==> config.mk <==
export PLATFORM = sky130hd
export DESIGN_NAME = bcd_display_scan_flat
export DESIGN_NICKNAME = d
export VERILOG_FILES = /design/src/rtl/bcd_display_scan_if.sv /design/src/rtl/bcd_display_scan.sv /design/src/flat_wrapper.sv
export SDC_FILE = /design/constraint.sdc
export NUM_CORES = 1
export LEC_CHECK = 0
export BUFFER_PORTS_ARGS = -buffer_cell sky130_fd_sc_hd__clkbuf_2
export CAP_MARGIN = 30
export CORE_UTILIZATION = 40
export DETAILED_ROUTE_END_ITERATION = 10
export PLACE_DENSITY = 0.58
export SLEW_MARGIN = 20
export SYNTH_ARGS = -nofsm -noshare
export SYNTH_HDL_FRONTEND = slang
export SYNTH_SLANG_ARGS = --single-unit
==> constraint.sdc <==
create_clock -name clk -period 3.1 [get_ports clk]
set_input_delay 0.155 -clock clk [delete_from_list [all_inputs] [get_ports clk]]
set_output_delay 0.155 -clock clk [all_outputs]
set_load 0.005 [all_outputs]
==> src/rtl/bcd_display_scan_if.sv <==
// Digit/control bundle for the bcd_display_scan four-digit LED scanner.
// master: drives digits, load, blank_lz, blink_en; slave: drives an, seg, frame_done.
interface bcd_display_scan_if;
  logic [3:0] hundreds;
  logic [3:0] tens;
  logic [3:0] ones;
  logic [3:0] wickets;
  logic       load;
  logic       blank_lz;
  logic       blink_en;
  logic [3:0] an;
  logic [6:0] seg;
  logic       frame_done;

  modport master (
    output hundreds,
    output tens,
    output ones,
    output wickets,
    output load,
    output blank_lz,
    output blink_en,
    input  an,
    input  seg,
    input  frame_done
  );

  modport slave (
    input  hundreds,
    input  tens,
    input  ones,
    input  wickets,
    input  load,
    input  blank_lz,
    input  blink_en,
    output an,
    output seg,
    output frame_done
  );
endinterface

==> src/rtl/bcd_display_scan.sv <==
// Multiplexed 4-digit 7-segment scanner with frame-synchronous digit update.
// Ports: clk, reset (async, active-high), bus (slave: digits/load/blank_lz/blink_en in; an/seg/frame_done out).
module bcd_display_scan #(
  parameter int REFRESH_DIV = 100000,
  parameter int BLINK_DIV   = 64
) (
  input  logic              clk,
  input  logic              reset,
  bcd_display_scan_if.slave bus
);

  localparam int PW = (REFRESH_DIV > 1) ? $clog2(REFRESH_DIV) : 1;
  localparam int BW = (BLINK_DIV > 1) ? $clog2(BLINK_DIV) : 1;
  localparam logic [PW-1:0] P_LAST = PW'(REFRESH_DIV - 1);
  localparam logic [BW-1:0] B_LAST = BW'(BLINK_DIV - 1);

  typedef struct packed {
    logic [3:0] h;
    logic [3:0] t;
    logic [3:0] o;
    logic [3:0] w;
  } digits_t;

  logic [PW-1:0] r_presc;
  logic [1:0]    r_idx;
  digits_t       r_shadow;
  digits_t       r_disp;
  logic          r_pend;
  logic          r_phase;
  logic [BW-1:0] r_fcnt;
  logic [3:0]    r_an;
  logic [6:0]    r_seg;

  logic          w_tick;
  logic          w_bound;
  digits_t       w_in;
  logic [3:0]    w_digit;
  logic [3:0]    w_anode;
  logic [6:0]    w_seg;
  logic          w_zero_h;
  logic          w_zero_t;
  logic          w_lz;
  logic          w_blank;

  // Active-low {g,f,e,d,c,b,a}; A/B blank, C-F are score-board glyphs.
  function automatic logic [6:0] seg_decode(input logic [3:0] d);
    logic [6:0] s;
    s = 7'b1111111;
    unique case (d)
      4'h0: s = 7'b1000000;
      4'h1: s = 7'b1111001;
      4'h2: s = 7'b0100100;
      4'h3: s = 7'b0110000;
      4'h4: s = 7'b0011001;
      4'h5: s = 7'b0010010;
      4'h6: s = 7'b0000010;
      4'h7: s = 7'b1111000;
      4'h8: s = 7'b0000000;
      4'h9: s = 7'b0010000;
      4'hA: s = 7'b1111111;
      4'hB: s = 7'b1111111;
      4'hC: s = 7'b1011111;
      4'hD: s = 7'b1001111;
      4'hE: s = 7'b1111101;
      4'hF: s = 7'b0000111;
    endcase
    return s;
  endfunction

  assign w_tick  = (r_presc == P_LAST);
  assign w_bound = w_tick && (r_idx == 2'd0);

  assign w_in.h = bus.hundreds;
  assign w_in.t = bus.tens;
  assign w_in.o = bus.ones;
  assign w_in.w = bus.wickets;

  // Scan timing: index counts down, 0 wraps back to 3.
  always_ff @(posedge clk or posedge reset) begin
    if (reset) begin
      r_presc <= '0;
      r_idx   <= 2'd3;
    end else if (w_tick) begin
      r_presc <= '0;
      r_idx   <= r_idx - 2'd1;
    end else begin
      r_presc <= r_presc + PW'(1);
    end
  end

  // Shadow/display pair: new digits only become visible at a
  // frame boundary so a frame never shows mixed old/new digits.
  always_ff @(posedge clk or posedge reset) begin
    if (reset) begin
      r_shadow <= '0;
      r_disp   <= '0;
      r_pend   <= 1'b0;
    end else begin
      if (bus.load) begin
        r_shadow <= w_in;
      end
      if (w_bound) begin
        if (bus.load) begin
          r_disp <= w_in;
          r_pend <= 1'b0;
        end else if (r_pend) begin
          r_disp <= r_shadow;
          r_pend <= 1'b0;
        end
      end else if (bus.load) begin
        r_pend <= 1'b1;
      end
    end
  end

  // Blink phase flips every BLINK_DIV completed frames.
  always_ff @(posedge clk or posedge reset) begin
    if (reset) begin
      r_phase <= 1'b0;
      r_fcnt  <= '0;
    end else if (!bus.blink_en) begin
      r_phase <= 1'b0;
      r_fcnt  <= '0;
    end else if (w_bound) begin
      if (r_fcnt == B_LAST) begin
        r_fcnt  <= '0;
        r_phase <= ~r_phase;
      end else begin
        r_fcnt <= r_fcnt + BW'(1);
      end
    end
  end

  always_comb begin
    w_digit = r_disp.w;
    unique case (r_idx)
      2'd3: w_digit = r_disp.h;
      2'd2: w_digit = r_disp.t;
      2'd1: w_digit = r_disp.o;
      2'd0: w_digit = r_disp.w;
    endcase
  end

  assign w_anode  = ~(4'b0001 << r_idx);
  assign w_seg    = seg_decode(w_digit);
  assign w_zero_h = (r_disp.h == 4'h0);
  assign w_zero_t = (r_disp.t == 4'h0);

  // Tens is only a leading zero when hundreds is also zero.
  always_comb begin
    w_lz = 1'b0;
    unique case (1'b1)
      (r_idx == 2'd3): w_lz = w_zero_h;
      (r_idx == 2'd2): w_lz = w_zero_h && w_zero_t;
      default:         w_lz = 1'b0;
    endcase
  end

  assign w_blank = r_phase || (bus.blank_lz && w_lz);

  always_ff @(posedge clk or posedge reset) begin
    if (reset) begin
      r_an  <= 4'b1111;
      r_seg <= 7'b1111111;
    end else if (w_blank) begin
      r_an  <= 4'b1111;
      r_seg <= 7'b1111111;
    end else begin
      r_an  <= w_anode;
      r_seg <= w_seg;
    end
  end

  assign bus.an         = r_an;
  assign bus.seg        = r_seg;
  assign bus.frame_done = w_bound;

endmodule

==> src/flat_wrapper.sv <==
// flat-port wrapper written by rule: the top's interface ports become plain ports
module bcd_display_scan_flat 
#(
  parameter int REFRESH_DIV = 100000,
  parameter int BLINK_DIV   = 64
)
  (clk, reset, bus_hundreds, bus_tens, bus_ones, bus_wickets, bus_load, bus_blank_lz, bus_blink_en, bus_an, bus_seg, bus_frame_done);
  bcd_display_scan_if bus_i ();
  input  logic clk;
  input  logic reset;
  input wire logic [$bits(bus_i.hundreds)-1:0] bus_hundreds;
  input wire logic [$bits(bus_i.tens)-1:0] bus_tens;
  input wire logic [$bits(bus_i.ones)-1:0] bus_ones;
  input wire logic [$bits(bus_i.wickets)-1:0] bus_wickets;
  input wire logic [$bits(bus_i.load)-1:0] bus_load;
  input wire logic [$bits(bus_i.blank_lz)-1:0] bus_blank_lz;
  input wire logic [$bits(bus_i.blink_en)-1:0] bus_blink_en;
  output wire logic [$bits(bus_i.an)-1:0] bus_an;
  output wire logic [$bits(bus_i.seg)-1:0] bus_seg;
  output wire logic [$bits(bus_i.frame_done)-1:0] bus_frame_done;
  assign bus_i.hundreds = bus_hundreds;
  assign bus_i.tens = bus_tens;
  assign bus_i.ones = bus_ones;
  assign bus_i.wickets = bus_wickets;
  assign bus_i.load = bus_load;
  assign bus_i.blank_lz = bus_blank_lz;
  assign bus_i.blink_en = bus_blink_en;
  assign bus_an = bus_i.an;
  assign bus_seg = bus_i.seg;
  assign bus_frame_done = bus_i.frame_done;
  bcd_display_scan #(.REFRESH_DIV(REFRESH_DIV), .BLINK_DIV(BLINK_DIV)) u_core (.clk(clk), .reset(reset), .bus(bus_i));
endmodule
# After elaboration in Yosys (flattened, before gate mapping)
# Memory sizes are Yosys's and may differ from the RTL's.
# Cells that the tools add are included.
# W data, S select, Z words.
[totals]
n_memories = 1
rom_bits = 112
register_bits = 70
output_inout_bits = 12
[memory_table]
columns = ["memory", "words", "width", "rd", "rd_ports_with_merged_regs", "write_ports", "line_no", "text"]
rows = [
  ["(name not given)", 16, 7, 1, 0, 0, "bcd_display_scan.sv:49", "unique case (d)"],
]
[op_classes]
n_addsub = 3
mux = 15
eq_ne = 7
shifts = 1
bitwise = 2
n_reduce_logical = 11
[op_table]
columns = ["op", "n"]
rows = [
  ["$mux W16", 2],
  ["$mux W6", 3],
  ["$add A17 B1 Y17 const B", 1],
  ["$eq A17 B17 Y1 const B", 1],
  ["$mux W17", 1],
  ["$pmux W4 S4", 1],
  ["$logic_not A4 Y1", 2],
  ["$mux W7", 1],
  ["$add A6 B1 Y6 const B", 1],
  ["$eq A6 B6 Y1 const B", 1],
  ["$mux W1", 5],
  ["$eq A2 B2 Y1 const B", 2],
  ["$mux W4", 1],
  ["$ne A2 B1 Y1 const B", 2],
  ["$not A4 Y4", 1],
  ["$reduce_and A2 Y1", 2],
  ["$reduce_bool A2 Y1", 2],
  ["$shl A1 B2 Y4 const A", 1],
  ["$logic_and A1 B1 Y1", 3],
  ["$eq A2 B1 Y1 const B", 1],
  ["$logic_not A2 Y1", 1],
  ["$pmux W1 S2", 1],
  ["$sub A2 B1 Y2 const B", 1],
  ["$logic_or A1 B1 Y1", 1],
  ["$not A1 Y1", 1],
]

# Depth between registers and ports, before layout
# Gate-level depths: netlist of the first run.
[logic_depth]
word_depth = 6
mapped_depth = 11
depth_no_buf = 10

# Worst setup path before layout of the first run
# OpenSTA, ideal clock, no wires.
[synth_timing]
path_kind = "register -> register"
start = "reg u_core.r_idx[1]"
end = "reg u_core.r_seg[5], in the netlist u_core.bus.seg[5]"
setup_time_ns = 0.079
synth_period_minus_slack_ns = 2.596
t_arrival_ns = 2.517
path_stages_with_launch = 11
path_buffers = 1
setup_slack_ns = 0.504
t_required_ns = 3.021
path_cell_list = "dfstp_2 -> ha_1 -> inv_1 -> clkbuf_1 -> a21oi_1 -> inv_1 -> ha_1 -> a21oi_1 -> mux2i_1 -> o2111a_1 -> o21ai_0"
[synth_via]
elab_chain_len = 5
word_cells_on_any_way = 10
cone_classes = "eq/ne: 3; mux: 3; reduce/logical: 3; memory: 1"
[synth_rtl]
columns = ["item", "line_no", "text"]
rows = [
  ["start, declared", "bcd_display_scan.sv:25", "logic [1:0] r_idx;"],
  ["start signal, assigned", "bcd_display_scan.sv:85", "r_idx <= r_idx - 2'd1;"],
  ["parallel branches: the longest is 4 deep, another holds $mem_v2 Z16 W7", "n/a", ""],
  ["$mux W7 (*)", "bcd_display_scan.sv:165", "end else if (w_blank) begin"],
  ["end signal, assigned", "bcd_display_scan.sv:170", "r_seg <= w_seg;"],
  ["end, declared", "bcd_display_scan.sv:32", "logic [6:0] r_seg;"],
]
# Mark *: on every way between the ends.
# A chain may end at the register's enable or synchronous reset.

# Worst setup path in the final report of the first run
[layout_timing]
start = "reg u_core.r_presc[5]"
end = "reg u_core.r_disp[2] in the netlist's numbering"
[layout_via]
elab_chain_len = 3
[layout_rtl]
columns = ["item", "line_no", "text"]
rows = [
  ["start, declared", "bcd_display_scan.sv:24", "logic [PW-1:0] r_presc;"],
  ["start signal, assigned", "bcd_display_scan.sv:87", "r_presc <= r_presc + PW'(1);"],
  ["$eq A17 B17 Y1", "bcd_display_scan.sv:70", "assign w_tick = (r_presc == P_LAST);"],
  ["$logic_and A1 B1 Y1", "bcd_display_scan.sv:71", "assign w_bound = w_tick && (r_idx == 2'd0);"],
  ["$reduce_and A2 Y1 (no source line)", "n/a", ""],
  ["end signal, assigned", "bcd_display_scan.sv:104", "r_disp <= w_in;"],
  ["end signal, assigned", "bcd_display_scan.sv:107", "r_disp <= r_shadow;"],
  ["end, declared", "bcd_display_scan.sv:27", "digits_t r_disp;"],
]
# Every way passes these cells.

==> results of run 1 <==
logic make-up (layout without fill, tap and decap cells):
logic type	Yosys count	count (layout)	synth area share
and+or+nand+nor	83	83	0.136
muxes	36	36	0.127
DFF	70	70	0.513
adders and majority gates	13	13	0.0472
buffers and inverters	25	72	0.0392
AOI/OAI and AO/OA	50	50	0.0995
xor gates and xnor gates	15	15	0.0381
flip-flops by register name, indices dropped and copies added (netlist names):
register / flops
u_core.r_presc: 17
u_core.r_disp: 16
u_core.r_shadow: 16
u_core.bus.seg: 7
u_core.r_fcnt: 6
u_core.bus.an: 4
u_core.r_idx: 2
u_core.r_pend: 1
u_core.r_phase: 1
Yosys cell counts (4+ instances only):
cell type,instances,area share
nand3_1,10,0.015
ha_1,13,0.047
inv_1,16,0.017
a211oi_1,7,0.015
nor3_1,6,0.0087
clkbuf_1,5,0.0054
dfrtp_1,57,0.41
a222oi_1,4,0.012
a21oi_1,11,0.016
o21ai_0,10,0.015
xnor2_1,10,0.025
mux2_4,10,0.044
xor2_1,5,0.013
nand4_1,6,0.011
mux2_2,23,0.075
dfstp_2,13,0.099
nand2_1,13,0.014
nor4_1,6,0.011
nor2_1,19,0.021
per-stage QoR:
| step | hold WS (ns) | instance area, µm² | util |
|---|---|---|---|
| after global routing | 0.0574 | 3910 | 0.473 |
| after CTS | 0.0551 | 3910 | 0.473 |
| final | 0.0679 | 3910 | 0.473 |
| after floorplan | 0.277 | 3450 | - |
| after global placement | 0.267 | 3720 | 0.450 |
| after detailed placement | 0.267 | 3720 | 0.450 |
worst register-to-register path, stage by stage (launching register included):
cell and delay (ns):
dfrtp_1 0.44, or4b_4 0.59, or4_4 0.59, or3_1 0.32, buf_4 0.22, mux2_4 0.33
final timing paths:
check                                                  from                              end  slack [ns]
max in group asynchronous                             reset       u_core.bus.an[0]$_DFF_PP1_        1.90
worst max register to register  u_core.r_presc[5]$_DFF_PP0_     u_core.r_disp[2]$_DFFE_PP0P_        0.50
worst min-delay path                        bus_hundreds[1]  u_core.r_shadow[13]$_DFFE_PP0P_        0.07
worst min register to register  u_core.r_presc[0]$_DFF_PP0_      u_core.r_presc[0]$_DFF_PP0_        0.49
worst max-delay path            u_core.r_presc[5]$_DFF_PP0_     u_core.r_disp[2]$_DFFE_PP0P_        0.50
min in group asynchronous                             reset  u_core.r_shadow[11]$_DFFE_PP0P_        0.43
metal layers:
layer	vias to the layer above	routed length, µm	GRT usage	share of wire
met5	-	0	0	0
met4	0	70	0.0606	0.011
met3	5	265	0.0386	0.040
met2	53	2920	0.240	0.44
met1	1105	3340	0.242	0.51
li1	1151	-	-	-
power by group through the flow:
| stage | clock network [mW] | registers, mW | logic (mW) |
|---|---|---|---|
| 3_3_place_gp | 0 | 0.984 | 0.125 |
| 3_5_place_dp | 0 | 0.986 | 0.126 |
| 4_1_cts | 0.725 | 0.969 | 0.128 |
| 2_1_floorplan | 0 | 0.981 | 0.0847 |
| 6_report | 0.706 | 0.969 | 0.124 |
| 5_1_grt | 0.776 | 0.972 | 0.142 |
final cells by class:
cell class	instances	area, µm²
fill	785	4350
sequential	70	1770
multi-input combinational	197	1540
timing repair buffer	40	223
clock buffer	12	135
tap	105	131
inverter	16	60.1
clock inverter	4	47.5
==> results.cfg, run 1 <==
[global_route]
grt_pass1_vias = 2235
grt_max_degree = 33
antenna_found_initial = 0
track_usage = 0.167
grt_overflow = 0
grt_pass1_wl_mm = 11.3

[critical_path]
cp_cell_sequence = or4b_4, or4_4, or3_1, buf_4, mux2_4
critPathRequiredTime_ns = 3.32
slowest_stage = or4b_4
crit_type = register to register
startpoint_type = register
critPathBufInv = 1
reg2reg_depth = 5
critPathMaxStageDelay_ns = 0.59
worstPathMaxFanout = 16
cp.depth = 5
critPathArrivalTime_ns = 2.83
cp-end-kind = register
cp_top_family = simple AND/OR/NAND/NOR gates

[synthesis]
avgSynthCellArea_um2 = 11.8
synthArstFlopShare = 1.00
mappedNetlistNets = 326
yosysSeqAreaShare = 0.513
netlist_instances = 292
synth-edff-count = 0
yosysWarningCount = 0
synth.cell_area_mm2 = 0.00345
synth_cell_type_count = 49
ys_ff_latch = 70
ys.flop_type = dfrtp_1

[finish]
final_cell_mix = 57 x dfrtp_1, 32 x clkbuf_2, 23 x mux2_2, 19 x nor2_1, 15 x inv_1
drive_gt1_frac = 0.313
n_antenna_cell = 0
mostFrequentLayoutCell = dfrtp_1
fin_nets = 368
syn_to_final_growth_pct = 13.4
fin_cells = 444

[die]
core_region_area_mm2 = 0.00826
fp.dieW_um = 94.8
fp.dieH_um = 94.8
num_rows = 33
die_area_mm2 = 0.00899
initial_utilization = 0.417
io-pin-count = 33

[power]
clkPwrFrac = 0.392
power_switching_uw = 414
ir_worst_vdd_mv = 0.205
p_leak_nw = 1.76
p_sw_frac = 0.230
power.internal_mw = 1.38
power_density_mw_per_mm2 = 460
comb_power_share = 0.069
p_seq_frac = 0.539
p_total_mw = 1.80

[sta]
setup_viol = 0
finalSetupTns_ns = 0
tightest_slew_ns = 0.892
hold_violations = 0
post-route-period-util = 0.840
layout_setup_ws_ns = 0.497
min_period_ns = 2.60
timing.slew.headroom = 0.402
rsz0062_at_grt = no
fmax_mhz = 384
fin_skew_ns = 0.00910
drv_slew = 0

[worst_hold_path]
hold_depth = 2
hold_path_class = input port to register

[routing]
postRouteAntennaNets = 0
drc = 0
vias_per_cell = 5.21
wirelength_mm = 6.59
first_iter_violations = 211
vias = 2314
dr.pass1.iters = 4
wl_per_cell_um = 14.8

[clock_tree]
cts_max_level = 3
hold_buffers = 1
numCtsBuffers = 9
cts.sink_count = 70
path_clk_slew_ns = 0.07
clockRootBuffer = clkbuf_8
tritoncts = built
cts_resized = 0
cts_setup_buffers = 0
clk_latency_ns = 0.34
clockBufferDepth = 2

[placement]
dp.cells = 427
io_buffers = 32
place_ws_ns = 0.501
gp_congestion = 0.831
hpwl_mm = 4.73

[run]
timing.max_cap.violations = 0

[run_status]
outcome = complete, no violations
(Power assumes the default switching activity.)
==> inputs of run 2 (changes only) <==
- PLACE_DENSITY: 0.58 -> 0.6
- clock period: 3.1 -> 2.3 ns (I/O delays scaled with it)
==> run 2 against run 1 <==
The flow now finishes with violations (negative setup slack). Via count increased by 9.2%. Combinational power increased by 52%. Hold slack worse by 0.050 ns. Cell area rose by 12%.
==> results.cfg, run 2 (synthesis results as in run 1) <==
[finish]
syn_to_final_growth_pct = 27.4
reg_top3 = u_core.r_presc: 17 flops, u_core.r_disp: 16 flops, u_core.r_shadow: 16 flops
fin_cells = 483
mostFrequentLayoutCell = dfrtp_1
n_antenna_cell = 0
top_register = u_core.r_presc
final_cell_area_mm2 = 0.00439
utilization = 0.532
drive_gt1_frac = 0.442
largest_register_ffs = 17
fin_nets = 407
final_cell_mix = 57 x dfrtp_1, 43 x buf_4, 32 x clkbuf_2, 22 x mux2_2, 19 x nor2_1

[run_status]
outcome = finished with violations
violations = negative setup slack

[critical_path]
cp-end-kind = register
critPathRequiredTime_ns = 2.53
critPathArrivalTime_ns = 2.66
worstPathMaxFanout = 8
startpoint_type = register
crit_type = register to register

[routing]
met1Wirelength_mm = 3.25
vias_per_cell = 5.23
maxUsedRoutingLayer = met4
route.met3.wl_um = 201
dr.pass1.iters = 4
drc = 0
postRouteAntennaNets = 0
vias = 2526
wl_per_cell_um = 14.7
wl_met2_mm = 3.58
first_iter_violations = 140
wirelength_mm = 7.12

[power]
ir_worst_vdd_mv = 0.402
p_leak_nw = 2.01
power_density_mw_per_mm2 = 569

[clock_tree]
path_clk_slew_ns = 0.08
numCtsBuffers = 9
tritoncts = built
cts_max_level = 3
clk_latency_ns = 0.35
cts.sink_count = 70
clockRootBuffer = clkbuf_8
clockBufferDepth = 2

[die]
num_rows = 33
core_region_area_mm2 = 0.00826
die_area_mm2 = 0.00899
initial_utilization = 0.417
fp.dieW_um = 94.8
io-pin-count = 33
fp.dieH_um = 94.8

[placement]
dp.cells = 462
placed_cell_area_mm2 = 0.00402
hpwl_mm = 4.89
gp_congestion = 0.848
io_buffers = 32

[sta]
tightest_slew_ns = 0.541
fmax_mhz = 412
drv_slew = 0
layout_setup_ws_ns = -0.129
min_period_ns = 2.43
fin_skew_ns = 0.00898
post-route-period-util = 1.06
setup_viol = 17
hold_violations = 0
rsz0062_at_grt = yes
timing.slew.headroom = 0.639

[global_route]
track_usage = 0.177
grt_overflow = 0
grt_pass1_wl_mm = 12.1
antenna_found_initial = 0
grt_pass1_vias = 2573
grt_max_degree = 48

[run]
timing.max_cap.violations = 0

[worst_hold_path]
hold_path_class = input port to register
## run 2: cell types whose count changed in the layout (fill, tap and decap cells not counted), sizes merged
| cell | previous run | this run |
|---|---|---|
| clkinv | 2 | 4 |
| clkbuf | 44 | 43 |
| buf | 7 | 45 |
## run 2: worst paths after layout
check	depth (start not counted)	slack (ns)	endpoint	start
max	5	-0.13	u_core.r_disp[4]$_DFFE_PP0P_	u_core.r_presc[5]$_DFF_PP0_
min	2	0.02	u_core.r_shadow[5]$_DFFE_PP0P_	bus_ones[1]
max reg2reg	5	-0.13	u_core.r_disp[4]$_DFFE_PP0P_	u_core.r_presc[5]$_DFF_PP0_
min reg2reg	2	0.50	u_core.r_pend$_DFFE_PP0P_	u_core.r_pend$_DFFE_PP0P_
max in group asynchronous	4	1.27	u_core.bus.an[2]$_DFF_PP1_	reset
min in group asynchronous	3	0.35	u_core.r_presc[3]$_DFF_PP0_	reset
## run 2: what timing repair did
action                     4_1_cts  5_1_grt
pin swaps                        2       11
setup endpoints to repair       22       27
cloned                           0        1
hold buffers                     1        0
setup buffers                    1        2
hold endpoints to repair        23        0
resized for setup                6       19
## run 2: through the flow
step                      power [mW]  setup slack, ns  hold WS (ns)  setup TNS [ns]
final                           2.50           -0.129        0.0181           -1.83
after global routing            2.61           -0.170        0.0103           -2.74
after CTS                       2.53           -0.109       0.00511           -1.58
after detailed placement        1.51           -0.133         0.177           -1.96
after global placement          1.51          -0.0943         0.170           -1.35
after floorplan                 1.44           -0.242         0.237           -3.09
## run 2: routing by layer
metal,global-route usage,up-vias
li1,-,1227
met1,0.210,1250
met2,0.312,39
met3,0.0386,10
met4,0.0631,0
met5,0,-
## run 2: layout make-up
class | instances | area (µm²)
fillers | 741 | 3860
flip-flops and latches | 70 | 1770
multi-input cells | 197 | 1680
repair buffers | 79 | 558
clock buffers | 10 | 138
well taps | 105 | 131
clock inverters | 6 | 61.3
inverters | 16 | 60.1
## run 2: critical path: stages (launching register included)
cell,delay [ns]
dfrtp_1,0.38
or4b_4,0.54
or4_4,0.55
or3_4,0.38
clkbuf_16,0.18
mux2_4,0.29
## run 2: power breakdown
group          leakage, nW  total [mW]  switching [mW]  internal [mW]
logic                 1.04       0.188          0.0917         0.0961
clock network        0.102        1.01           0.480          0.526
registers            0.868        1.31          0.0196           1.29
total                 2.01        2.50           0.591           1.91
